--- config.mk ---
export PLATFORM = sky130hd
export DESIGN_NAME = nanoz80_uart
export DESIGN_NICKNAME = d
export VERILOG_FILES = /design/src/rtl/nanoz80_uart_pkg.sv /design/src/rtl/nanoz80_uart_fifo.sv /design/src/rtl/nanoz80_uart.sv
export SDC_FILE = /design/constraint.sdc
export NUM_CORES = 1
export LEC_CHECK = 0
export CAP_MARGIN = 20
export CORE_MARGIN = 2
export CORE_UTILIZATION = 50
export DETAILED_ROUTE_END_ITERATION = 8
export GPL_TIMING_DRIVEN = 0
export PLACE_DENSITY = 0.66
export SLEW_MARGIN = 15
export SYNTH_ARGS = -nofsm -noshare
export SYNTH_HDL_FRONTEND = slang
export SYNTH_SLANG_ARGS = --single-unit
--- constraint.sdc ---
create_clock -name clk_i -period 3.7 [get_ports clk_i]
set_clock_uncertainty 0.1 [all_clocks]
set_input_delay 0.37 -clock clk_i [delete_from_list [all_inputs] [get_ports clk_i]]
set_output_delay 0.37 -clock clk_i [all_outputs]
set_load 0.05 [all_outputs]
--- src/rtl/nanoz80_uart_pkg.sv ---
// Shared types and constants for the nanoz80 serial console peripheral.
package nanoz80_uart_pkg;

    typedef enum logic [1:0] {
        IDLE,
        START,
        DATA,
        STOP
    } uart_state_t;

    localparam logic REG_DATA   = 1'b0;
    localparam logic REG_STATUS = 1'b1;

    localparam int STAT_RX_AVAIL    = 0;
    localparam int STAT_TX_NOT_FULL = 1;
    localparam int STAT_RX_OVERRUN  = 2;
    localparam int STAT_FRAMING_ERR = 3;
    localparam int STAT_TX_BUSY     = 4;

endpackage

--- src/rtl/nanoz80_uart_fifo.sv ---
// Synchronous FIFO with wrap-bit pointers; a pop frees a slot for a same-cycle push.
module nanoz80_uart_fifo
    import nanoz80_uart_pkg::*;
#(
    parameter int DEPTH = 16,
    parameter int WIDTH = 8
) (
    input  logic             clk_i,
    input  logic             rst_n_i,
    input  logic             push,
    input  logic [WIDTH-1:0] push_data,
    input  logic             pop,
    output logic             full,
    output logic             empty,
    output logic [WIDTH-1:0] head
);

    localparam int AW = $clog2(DEPTH);

    logic [AW:0]      wr_ptr;
    logic [AW:0]      rd_ptr;
    logic [WIDTH-1:0] mem [DEPTH];
    logic             do_push;
    logic             do_pop;

    assign empty   = (wr_ptr == rd_ptr);
    assign full    = (wr_ptr[AW] != rd_ptr[AW]) && (wr_ptr[AW-1:0] == rd_ptr[AW-1:0]);
    assign do_pop  = pop & ~empty;
    assign do_push = push & (~full | do_pop);
    assign head    = mem[rd_ptr[AW-1:0]];

    always_ff @(posedge clk_i) begin
        if (!rst_n_i) begin
            wr_ptr <= '0;
            rd_ptr <= '0;
        end else begin
            if (do_push) wr_ptr <= wr_ptr + 1'b1;
            if (do_pop)  rd_ptr <= rd_ptr + 1'b1;
        end
    end

    // Storage needs no reset: empty pointers make the contents unobservable.
    always_ff @(posedge clk_i) begin
        if (do_push) mem[wr_ptr[AW-1:0]] <= push_data;
    end

endmodule

--- src/rtl/nanoz80_uart.sv ---
// nanoz80 serial console: 8N1 transmitter and receiver, each behind a FIFO,
// exposed to the Z80 as a DATA/STATUS register pair.
module nanoz80_uart
    import nanoz80_uart_pkg::*;
#(
    parameter int CLKS_PER_BIT = 234,
    parameter int FIFO_DEPTH   = 16
) (
    input  logic       clk_i,
    input  logic       rst_n_i,
    input  logic       cs_i,
    input  logic       wr_n_i,
    input  logic       rd_n_i,
    input  logic [7:0] addr_i,
    input  logic [7:0] data_i,
    output logic [7:0] data_o,
    input  logic       rx_i,
    output logic       tx_o,
    output logic       irq_n_o
);

    localparam int CW = $clog2(CLKS_PER_BIT) + 1;
    localparam logic [CW-1:0] BIT_LAST  = CW'(CLKS_PER_BIT - 1);
    localparam logic [CW-1:0] HALF_LAST = CW'(CLKS_PER_BIT / 2 - 1);

    logic       wr_acc, rd_acc, wr_acc_q, rd_acc_q, rd_addr_q;
    logic       wr_stb, tx_push, stat_wr, rx_pop;
    logic       tx_full, tx_empty, tx_pop;
    logic [7:0] tx_head;
    logic       rx_full, rx_empty, rx_push, rx_frame_err, rx_stop_sample;
    logic [7:0] rx_head;
    logic       rx_irq_en, rx_overrun, framing_err;
    logic [7:0] status;
    logic       unused_addr;

    uart_state_t tx_state;
    logic [CW-1:0] tx_cnt;
    logic [2:0]    tx_bit;
    logic [7:0]    tx_shift;

    uart_state_t rx_state;
    logic [CW-1:0] rx_cnt;
    logic [2:0]    rx_bit;
    logic [7:0]    rx_shift;
    logic          rx_meta, rx_sync, rx_wait_high;

    assign unused_addr = ^addr_i[7:1];

    assign wr_acc = cs_i & ~wr_n_i;
    assign rd_acc = cs_i & ~rd_n_i;

    // Strobes span several clocks; remember the previous level so writes act on
    // the first cycle and reads pop only once the strobe is released.
    always_ff @(posedge clk_i) begin
        if (!rst_n_i) begin
            wr_acc_q  <= 1'b0;
            rd_acc_q  <= 1'b0;
            rd_addr_q <= 1'b0;
        end else begin
            wr_acc_q <= wr_acc;
            rd_acc_q <= rd_acc;
            if (rd_acc) rd_addr_q <= addr_i[0];
        end
    end

    assign wr_stb  = wr_acc & ~wr_acc_q;
    assign tx_push = wr_stb & (addr_i[0] == REG_DATA);
    assign stat_wr = wr_stb & (addr_i[0] == REG_STATUS);
    assign rx_pop  = rd_acc_q & ~rd_acc & (rd_addr_q == REG_DATA);

    nanoz80_uart_fifo #(.DEPTH(FIFO_DEPTH), .WIDTH(8)) u_tx_fifo (
        .clk_i     (clk_i),
        .rst_n_i   (rst_n_i),
        .push      (tx_push),
        .push_data (data_i),
        .pop       (tx_pop),
        .full      (tx_full),
        .empty     (tx_empty),
        .head      (tx_head)
    );

    nanoz80_uart_fifo #(.DEPTH(FIFO_DEPTH), .WIDTH(8)) u_rx_fifo (
        .clk_i     (clk_i),
        .rst_n_i   (rst_n_i),
        .push      (rx_push),
        .push_data (rx_shift),
        .pop       (rx_pop),
        .full      (rx_full),
        .empty     (rx_empty),
        .head      (rx_head)
    );

    always_comb begin
        status                   = 8'h00;
        status[STAT_RX_AVAIL]    = ~rx_empty;
        status[STAT_TX_NOT_FULL] = ~tx_full;
        status[STAT_RX_OVERRUN]  = rx_overrun;
        status[STAT_FRAMING_ERR] = framing_err;
        status[STAT_TX_BUSY]     = ~tx_empty | (tx_state != IDLE);
    end

    always_comb begin
        data_o = 8'h00;
        if (rd_acc) begin
            if (addr_i[0] == REG_STATUS) data_o = status;
            else if (!rx_empty)          data_o = rx_head;
        end
    end

    assign irq_n_o = ~(~rx_empty & rx_irq_en);

    // Error sets are written last so they win over a same-cycle clear.
    always_ff @(posedge clk_i) begin
        if (!rst_n_i) begin
            rx_irq_en   <= 1'b0;
            rx_overrun  <= 1'b0;
            framing_err <= 1'b0;
        end else begin
            if (stat_wr) begin
                rx_irq_en <= data_i[0];
                if (data_i[STAT_RX_OVERRUN])  rx_overrun  <= 1'b0;
                if (data_i[STAT_FRAMING_ERR]) framing_err <= 1'b0;
            end
            if (rx_push && rx_full && !rx_pop) rx_overrun <= 1'b1;
            if (rx_frame_err) framing_err <= 1'b1;
        end
    end

    assign tx_pop = ~tx_empty & ((tx_state == IDLE) ||
                                 (tx_state == STOP && tx_cnt == BIT_LAST));

    always_ff @(posedge clk_i) begin
        if (!rst_n_i) begin
            tx_state <= IDLE;
            tx_cnt   <= '0;
            tx_bit   <= '0;
            tx_shift <= '0;
            tx_o     <= 1'b1;
        end else begin
            case (tx_state)
                IDLE: begin
                    tx_o   <= 1'b1;
                    tx_cnt <= '0;
                    if (!tx_empty) begin
                        tx_shift <= tx_head;
                        tx_o     <= 1'b0;
                        tx_state <= START;
                    end
                end
                START: begin
                    if (tx_cnt == BIT_LAST) begin
                        tx_cnt   <= '0;
                        tx_bit   <= '0;
                        tx_o     <= tx_shift[0];
                        tx_state <= DATA;
                    end else begin
                        tx_cnt <= tx_cnt + 1'b1;
                    end
                end
                DATA: begin
                    if (tx_cnt == BIT_LAST) begin
                        tx_cnt <= '0;
                        if (tx_bit == 3'd7) begin
                            tx_o     <= 1'b1;
                            tx_state <= STOP;
                        end else begin
                            tx_bit   <= tx_bit + 3'd1;
                            tx_shift <= {1'b0, tx_shift[7:1]};
                            tx_o     <= tx_shift[1];
                        end
                    end else begin
                        tx_cnt <= tx_cnt + 1'b1;
                    end
                end
                STOP: begin
                    if (tx_cnt == BIT_LAST) begin
                        tx_cnt <= '0;
                        // Back-to-back frames: go straight into the next start bit.
                        if (!tx_empty) begin
                            tx_shift <= tx_head;
                            tx_o     <= 1'b0;
                            tx_state <= START;
                        end else begin
                            tx_state <= IDLE;
                        end
                    end else begin
                        tx_cnt <= tx_cnt + 1'b1;
                    end
                end
                default: tx_state <= IDLE;
            endcase
        end
    end

    always_ff @(posedge clk_i) begin
        if (!rst_n_i) begin
            rx_meta <= 1'b1;
            rx_sync <= 1'b1;
        end else begin
            rx_meta <= rx_i;
            rx_sync <= rx_meta;
        end
    end

    assign rx_stop_sample = (rx_state == STOP) && !rx_wait_high && (rx_cnt == BIT_LAST);
    assign rx_push        = rx_stop_sample & rx_sync;
    assign rx_frame_err   = rx_stop_sample & ~rx_sync;

    // Receiver samples at bit centres: half a bit after the falling edge, then
    // one full bit apart.
    always_ff @(posedge clk_i) begin
        if (!rst_n_i) begin
            rx_state     <= IDLE;
            rx_cnt       <= '0;
            rx_bit       <= '0;
            rx_shift     <= '0;
            rx_wait_high <= 1'b0;
        end else begin
            case (rx_state)
                IDLE: begin
                    rx_cnt       <= '0;
                    rx_wait_high <= 1'b0;
                    if (!rx_sync) rx_state <= START;
                end
                START: begin
                    if (rx_cnt == HALF_LAST) begin
                        rx_cnt   <= '0;
                        rx_bit   <= '0;
                        rx_state <= rx_sync ? IDLE : DATA;
                    end else begin
                        rx_cnt <= rx_cnt + 1'b1;
                    end
                end
                DATA: begin
                    if (rx_cnt == BIT_LAST) begin
                        rx_cnt   <= '0;
                        rx_shift <= {rx_sync, rx_shift[7:1]};
                        rx_bit   <= rx_bit + 3'd1;
                        if (rx_bit == 3'd7) rx_state <= STOP;
                    end else begin
                        rx_cnt <= rx_cnt + 1'b1;
                    end
                end
                STOP: begin
                    if (rx_wait_high) begin
                        if (rx_sync) begin
                            rx_wait_high <= 1'b0;
                            rx_state     <= IDLE;
                        end
                    end else if (rx_cnt == BIT_LAST) begin
                        rx_cnt <= '0;
                        if (rx_sync) rx_state <= IDLE;
                        else         rx_wait_high <= 1'b1;
                    end else begin
                        rx_cnt <= rx_cnt + 1'b1;
                    end
                end
                default: rx_state <= IDLE;
            endcase
        end
    end

endmodule

==> results.txt, run 1 <==
- The flow ran to the end, and the final reports show no timing, DRC or antenna violations.
- Peak Freq: 283.0 MHz
- Final design utilization: 57.28%
* Number of nets still failing antenna checks after routing: 0
- Setup WS pre-CTS: 0.1928 ns
- Of the total power, combinational logic draws 10.0%.
* List of cells traversed by the critical path: clkbuf_1, buf_4, mux4_2, mux4_2, nor2_1, nor3_1, dlygate4sd2_1
- The core region is 27,860 sq um.
- Final standard cell count with taps included and fillers excluded: 1,387
- Kind of capture point of the worst setup path: output port
- Cell count of the worst reg-to-reg path: 6
- Static power due to leakage: 5.299 nW
* CTS Hold Bufs: 0
- Clock tree from TritonCTS: done
- After technology mapping, the gate count stands at 923.
- Worst path arrival time: 3.06 ns
* Beginning of the worst register-to-register path: tx_cnt[0]
- Width of the die: 172.3 microns
- PortBufs: 24
- Full die area: 29,680 sq um
- After detailed placement, the total cell area comes to 14,910 sq um.
- Slew at the pin closest to its max-slew limit: 1.059 ns
- Critical path buffers and inverters: 3
* Fraction of power consumed by the clock network: 39.3%
* Overall power: 8.234 mW
* Placed cell count: 1,326
- Setup violations remaining at the end of the flow were counted as 0.
- Number of nets in the layout: 1,036
* Share of cells above drive strength 1: 16.06%
- In the routed design, unresolved DRC markers number 0.
- Final hold analysis gives a worst-case slack of 0.3083 ns.
- The first global-routing pass estimated 43,890 microns of wire.
- The tool flagged a number of max-cap violations equal to 0.
- Class of the most critical hold timing path: reg -> reg
* Post-synthesis sequential area ratio: 65.88%
* First-pass iteration count of the detailed router: 5
- Library cell used as clock root buffer: clkbuf_16
- Number of synthesized register bits: 338
- Antenna diode count: 0
* Iteration-0 DRC Markers: 727
- The floorplan has 61 rows.
- Largest stage delay, worst path: 0.55 ns
- Primary FF master, synth: edfxtp_1
* Initial Utilization: 50.83%
- In the final timing run, aggregate negative setup slack is 0 ns.
* Endpoint of the worst register-to-register path: u_tx_fifo.mem[9][3]
- Mean routed wirelength per cell: 20.54 microns
- A synthesized cell averages 15.34 sq um.
- Number of buffers created by CTS: 35
- Number of global-route vias before repair: 7,648
- In this run the power spent charging and discharging nets is 1.928 mW.
* Wire length after detailed routing: 28,500 microns
- Post-route standard cell area excluding fillers: 15,960 sq um
* Most common cell type on the critical path: mux4_2
- Required time at the endpoint of the critical path: 3.23 ns
- The top cell types in the final layout, fill and taps aside, are edfxtp_1 (256), dfxtp_1 (82), nor2_1 (69).
- Register-to-register path setup slack: 0.47 ns
* Beginning of the worst hold path: rx_meta
- STA classifies the critical path startpoint as a flip-flop.
- Power spread over the standard cell area amounts to 516.0 nW/um^2.
- Net Count, Synth: 975
- Warning count from the yosys run: 0
* Setup repair after global routing missed its margin: true
- Count of flip-flops with a built-in enable after synthesis: 256
- Cell family with most CP delay: multiplexers
- CTS HTree Levels: 2
- Worst-case hold path end point: rx_sync
* Overall via count from detail_route: 7,849
- Chip height: 172.3 microns
* Headroom to the max-slew limit: 29.14%
- Number of distinct library cells after synthesis: 85
- Hold depth: 1
- After legalization and detailed placement, the total HPWL measured 18,880 microns.
* Worst voltage drop across the vdd grid: 411.7 uV
- Sum of overflow across all layers after global routing: 0
- Cell internal power was estimated by the tool at 6.305 mW.
- Across all setup checks in the final design, the least slack found is 0.1669 ns.
- For this design, the slowest cell found on the critical path is mux4_2.
- For the worst-skew pair, the clock arrives at the later sink with an insertion delay of 0.52 ns.
- Final number of hold-violating endpoints: 0
- Antenna violations before repair: 0
- In this run the cell area of the synthesized design comes to 14,160 sq um.
* Switching part of the total power: 23.42%
- In this run the count of I/O pins placed on the die edge is 32.
- Area Overhead vs Synth: 12.68%
- After synthesis, the share of flip-flops with an asynchronous set or reset is 0%.
* Worst Path Class, Setup: reg -> out
* Clock-pin slew of the registers on the worst-case setup and hold paths: 0.06 ns
- Registers are responsible for 50.7% of the overall power.
- Subtracting the final worst setup slack from the clock period gives 3.533 ns.
- The clock net in this run drives a total of 338 sinks.
* Most common cell after layout, fill and taps aside: edfxtp_1
- Part of the cycle the worst path needs: 95.49%
* Maximum count of clock buffers along a single path: 3
* Number of pins with negative max-slew slack in the final report: 0
* GRT Overall Usage: 19.77%
- Along the worst path, the maximum fanout reaches 10.
* Maximum number of pins on one net before global-route repair: 19
* Gpl congestion: 0.7964
- After detailed routing, the number of vias per cell comes to 5.659.
-- power groups by stage --
stage | clock, mW | sequential, mW | combinational (mW)
detailed placement | 0 | 4.26 | 0.821
finish | 3.23 | 4.18 | 0.822
CTS | 3.29 | 4.18 | 0.822
global placement | 0 | 4.26 | 0.813
floorplan | 0 | 4.25 | 0.586
global route | 3.44 | 4.18 | 0.897
-- worst max path at each step --
stage / startpoint / end / slack, ns / cells after the start
finish: flip-flop / data_o[0] / 0.17 / 7
global route: flip-flop / data_o[4] / -0.0006 / 7
CTS: flip-flop / data_o[7] / 0.02 / 7
detailed placement: addr_i[0] / u_tx_fifo.mem[9][7] / 0.19 / 5
global placement: addr_i[0] / u_tx_fifo.mem[1][7] / -0.14 / 5
floorplan: u_rx_fifo.wr_ptr[3] / data_o[5] / 0.72 / 7
-- metal layers --
layer	GRT usage [%]	wire, microns	up-vias
met1	28.52	13300	3938
met5	0	0	-
li1	-	-	3683
met4	5.261	629	0
met2	30.82	12900	184
met3	4.074	1664	44
-- final cells by class --
cell class,count,area (sq um)
repair buffers,25,245.2
multi-input cells,517,4543
inverters,27,101.3
clock inverters,19,130.1
clock buffers,43,915.9
well taps,378,473.0
flip-flops and latches,338,9329
plain buffers,40,219.0
fillers,2152,11900
-- registers in the layout, summed over array words and instances, names as in the netlist, named ones only --
signal / flops
rx_meta: 1
u_rx_fifo.rd_ptr: 5
u_tx_fifo.mem: 128
u_rx_fifo.mem: 128
tx_cnt: 9
rd_acc_q: 1
rx_wait_high: 1
rd_addr_q: 1
tx_bit: 3
tx_o: 1
rx_overrun: 1
rx_shift: 8
wr_acc_q: 1
framing_err: 1
rx_irq_en: 1
rx_sync: 1
tx_state: 2
u_tx_fifo.rd_ptr: 5
u_tx_fifo.wr_ptr: 5
tx_shift: 8
u_rx_fifo.wr_ptr: 5
rx_cnt: 9
rx_bit: 3
rx_state: 1
-- cell families (layout without fill, tap and decap cells) --
family                   count (synthesis)  in the layout  share of synthesized area, %
multiplexers                            99             99                         12.21
AO/OA/AOI/OAI                          111            111                         5.619
adder cells (fa/ha/maj)                 30             30                         2.651
buffers and inverters                   68            154                         2.218
AND/OR/NAND/NOR                        240            240                         9.083
flip-flops                             338            338                         65.88
XOR/XNOR                                37             37                         2.341
-- synthesized netlist by cell type (all sizes together) (6+ instances only) --
cell / number / area (sq um)
buf: 22 / 131.4
and3: 16 / 101.4
nand2b: 19 / 118.9
a211oi: 7 / 57.55
nor3: 13 / 70.07
o2111ai: 7 / 61.31
dfxtp: 82 / 1642
mux4: 58 / 1306
ha: 30 / 375.4
o21ai: 17 / 100.1
nor2b: 10 / 62.56
nand2: 46 / 172.7
a31oi: 7 / 56.30
xnor2: 18 / 165.2
mux2: 10 / 112.6
nand4: 9 / 56.30
inv: 26 / 97.59
nor2: 69 / 259.0
a21oi: 29 / 148.9
a221oi: 6 / 52.55
clkbuf: 19 / 81.32
nand3: 20 / 105.1
mux2i: 31 / 310.3
edfxtp: 256 / 7687
xor2: 19 / 166.4
-- what timing repair did --
action	4_1_cts	5_1_grt
setup buffers	0	0
gates resized for setup	11	2
setup endpoints to repair	8	3
Note: power is estimated with default switching activity, not from simulation.
==> run 2: changes to the inputs <==
Settings changed: GPL_TIMING_DRIVEN 0 to not set, SKIP_LAST_GASP set to 1.
==> results.txt, run 2 (synthesis gave the netlist of run 1 again) <==
* Setup TNS Final: 0 ns
- In this run, the number of DRC markers left after iteration 0 of detailed routing was 629.
* Maximum count of clock buffers along a single path: 3
- Setup repair after global routing left no endpoint under its margin.
- Buffers added to address setup during post-CTS repair amount to 0.
- For the worst-skew pair, the clock arrives at the later sink with an insertion delay of 0.53 ns.
- Number of pins with negative max-slew slack in the final report: 0
* PortBufs: 24
* Antenna diode count: 0
* DP HPWL: 17,790 microns
- The critical path is of the reg -> out type.
* Clock tree from TritonCTS: done
- Chip height: 172.3 microns
- Core area: 27,860 sq um
- STA puts the critical path data arrival time at 3.10 ns.
- In the final routed layout, each cell accounts on average for 20.17 microns.
- The first global-routing pass estimated 44,130 microns of wire.
- Leaving out fill and tap cells, the most frequent cell in the layout is edfxtp_1.
* DRC errors left: 0
- Class of the most critical hold timing path: reg -> reg
- Antenna violations before repair: 0
* Sum of overflow across all layers after global routing: 0
- Setup violations remaining at the end of the flow were counted as 0.
* Slew at the pin closest to its max-slew limit: 0.8351 ns
* Number of filler instances in the final layout: 2,166
- Full die area: 29,680 sq um
* Maximum number of pins on one net before global-route repair: 44
- The run finished with clean final reports.
- Clock-pin slew of the registers on the worst-case setup and hold paths: 0.06 ns
* Beginning of the worst register-to-register path: rx_cnt[0]
- The die is 172.3 microns wide.
- Across all hold checks on the routed design, the worst slack comes to 0.3082 ns.
* Number of nets still failing antenna checks after routing: 0
* Overall via count from detail_route: 7,813
- Period minus WS final: 3.572 ns
* Row cnt: 61
* GRT Overall Usage: 19.61%
- Part of the cycle the worst path needs: 96.55%
* Number of buffers created by CTS: 37
* Library cell used as clock root buffer: clkbuf_16
- In this run the worst path has a maximum fanout of 21.
- Peak Freq: 279.9 MHz
- The via count of the first global-routing pass is 7,752.
- Wire length after detailed routing: 27,920 microns
- Max-cap violations in this run came to 0.
- In this run the power density over the cells is 533.0 nW/um^2.
* Required time at the endpoint of the critical path: 3.23 ns
- Final number of hold-violating endpoints: 0
- From synthesis to final layout, the design area changed by 14.15%.
* Kind of capture point of the worst setup path: output port
- Endpoint of the worst register-to-register path: u_rx_fifo.mem[4][7]
- Gpl congestion: 0.7830
- The first detailed-routing pass took 7 iterations.
- Across the VDD grid, the largest voltage drop is 600.4 uV.
- In this run the count of I/O pins placed on the die edge is 32.
- CP Launch Type: flip-flop
* Detail-routed via count per cell: 5.645
- Once the floorplan was initialized, standard cells occupied 50.83% of the core.
* Routed length on met2: 12,700 microns
- Leading cell types in the layout, fill and taps excluded: edfxtp_1 (256), dfxtp_1 (80), nor2_1 (69)
- The H-tree was split into 2 levels.
* Top routing layer used: met4
- Measured against its own limit, the worst slew margin works out to 44.15%.
* Static power due to leakage: 5.400 nW
* Beginning of the worst hold path: rx_meta
* CP Capture Point: data_o[2]
- In the final layout, the share of cells above drive strength 1 is 17.89%.
- The clock drives 338 sinks.
- Post-route met1 wirelength: 13,350 microns
- The setup check on the worst reg-to-reg path leaves a slack of 0.77 ns.
- Cell count of the worst reg-to-reg path: 5
* Routed wl met3: 1282 microns
* Number of nets in the layout: 1,030
-- run 2: cell types whose count changed in the layout (fill, tap and decap cells not counted), moves of 4 or more --
cell / before / now
buf_4: 7 / 31
clkdlybuf4s50_1: 16 / 20
clkbuf_1: 24 / 7
nor3_1: 7 / 12
buf_2: 10 / 0
clkinv_1: 11 / 6
nor3_2: 6 / 1
dlygate4sd2_1: 6 / 0
-- run 2: power breakdown --
part	internal (mW)	switching (mW)	leakage, nW	total (mW)
clock network	2.16	1.48	0.592	3.64
logic	0.343	0.428	1.81	0.771
registers	4.12	0.0853	3.00	4.21
total	6.62	1.99	5.40	8.62
-- run 2: repair_timing --
item                                    4_1_cts  5_1_grt
hold buffers                                  0        0
resized for setup                             0        4
endpoints found under the setup margin        0        4
-- run 2: metal layers --
layer / up-vias / track usage, %
met5: - / 0
met1: 3931 / 29.55
li1: 3673 / -
met4: 0 / 5.188
met3: 45 / 2.838
met2: 164 / 30.09
-- run 2: cell type report --
type	count	area [sq um]	area share, %
repair buffers	57	523.0	3.235
clock inverters	20	214.0	1.324
flip-flops and latches	338	9331	57.72
well taps	378	473.0	2.926
inverters	27	101.3	0.6269
multi-input cells	517	4518	27.95
clock buffers	47	1005	6.215
-- run 2: worst min-delay path by stage --
stage / slack [ns] / cells past startpoint / end
2_1_floorplan: 0.29 / 1 / rx_sync
3_3_place_gp: 0.29 / 1 / rx_sync
3_5_place_dp: 0.30 / 1 / rx_sync
4_1_cts: 0.31 / 1 / rx_sync
5_1_grt: 0.33 / 1 / rx_sync
6_report: 0.31 / 1 / rx_sync
-- run 2: stage by stage --
stage	instance area [sq um]	total power, mW	util, %	std cells	setup WS, ns
floorplan	14160	4.839	-	923	0.7205
global placement	14940	5.046	53.62	1317	0.6022
detailed placement	14940	5.053	53.62	1317	0.5929
CTS	16160	8.688	57.99	1384	0.04609
global route	16170	8.921	58.03	1384	0.002306
finish	16170	8.617	58.03	1384	0.1275
-- run 2: worst max-delay path, stage by stage, from the launching register on --
cell and delay [ns]:
dfxtp_2 0.43, buf_12 0.24, mux4_2 0.58, mux4_2 0.48, inv_1 0.09, o21ai_1 0.06
clkdlybuf4s50_1 0.70
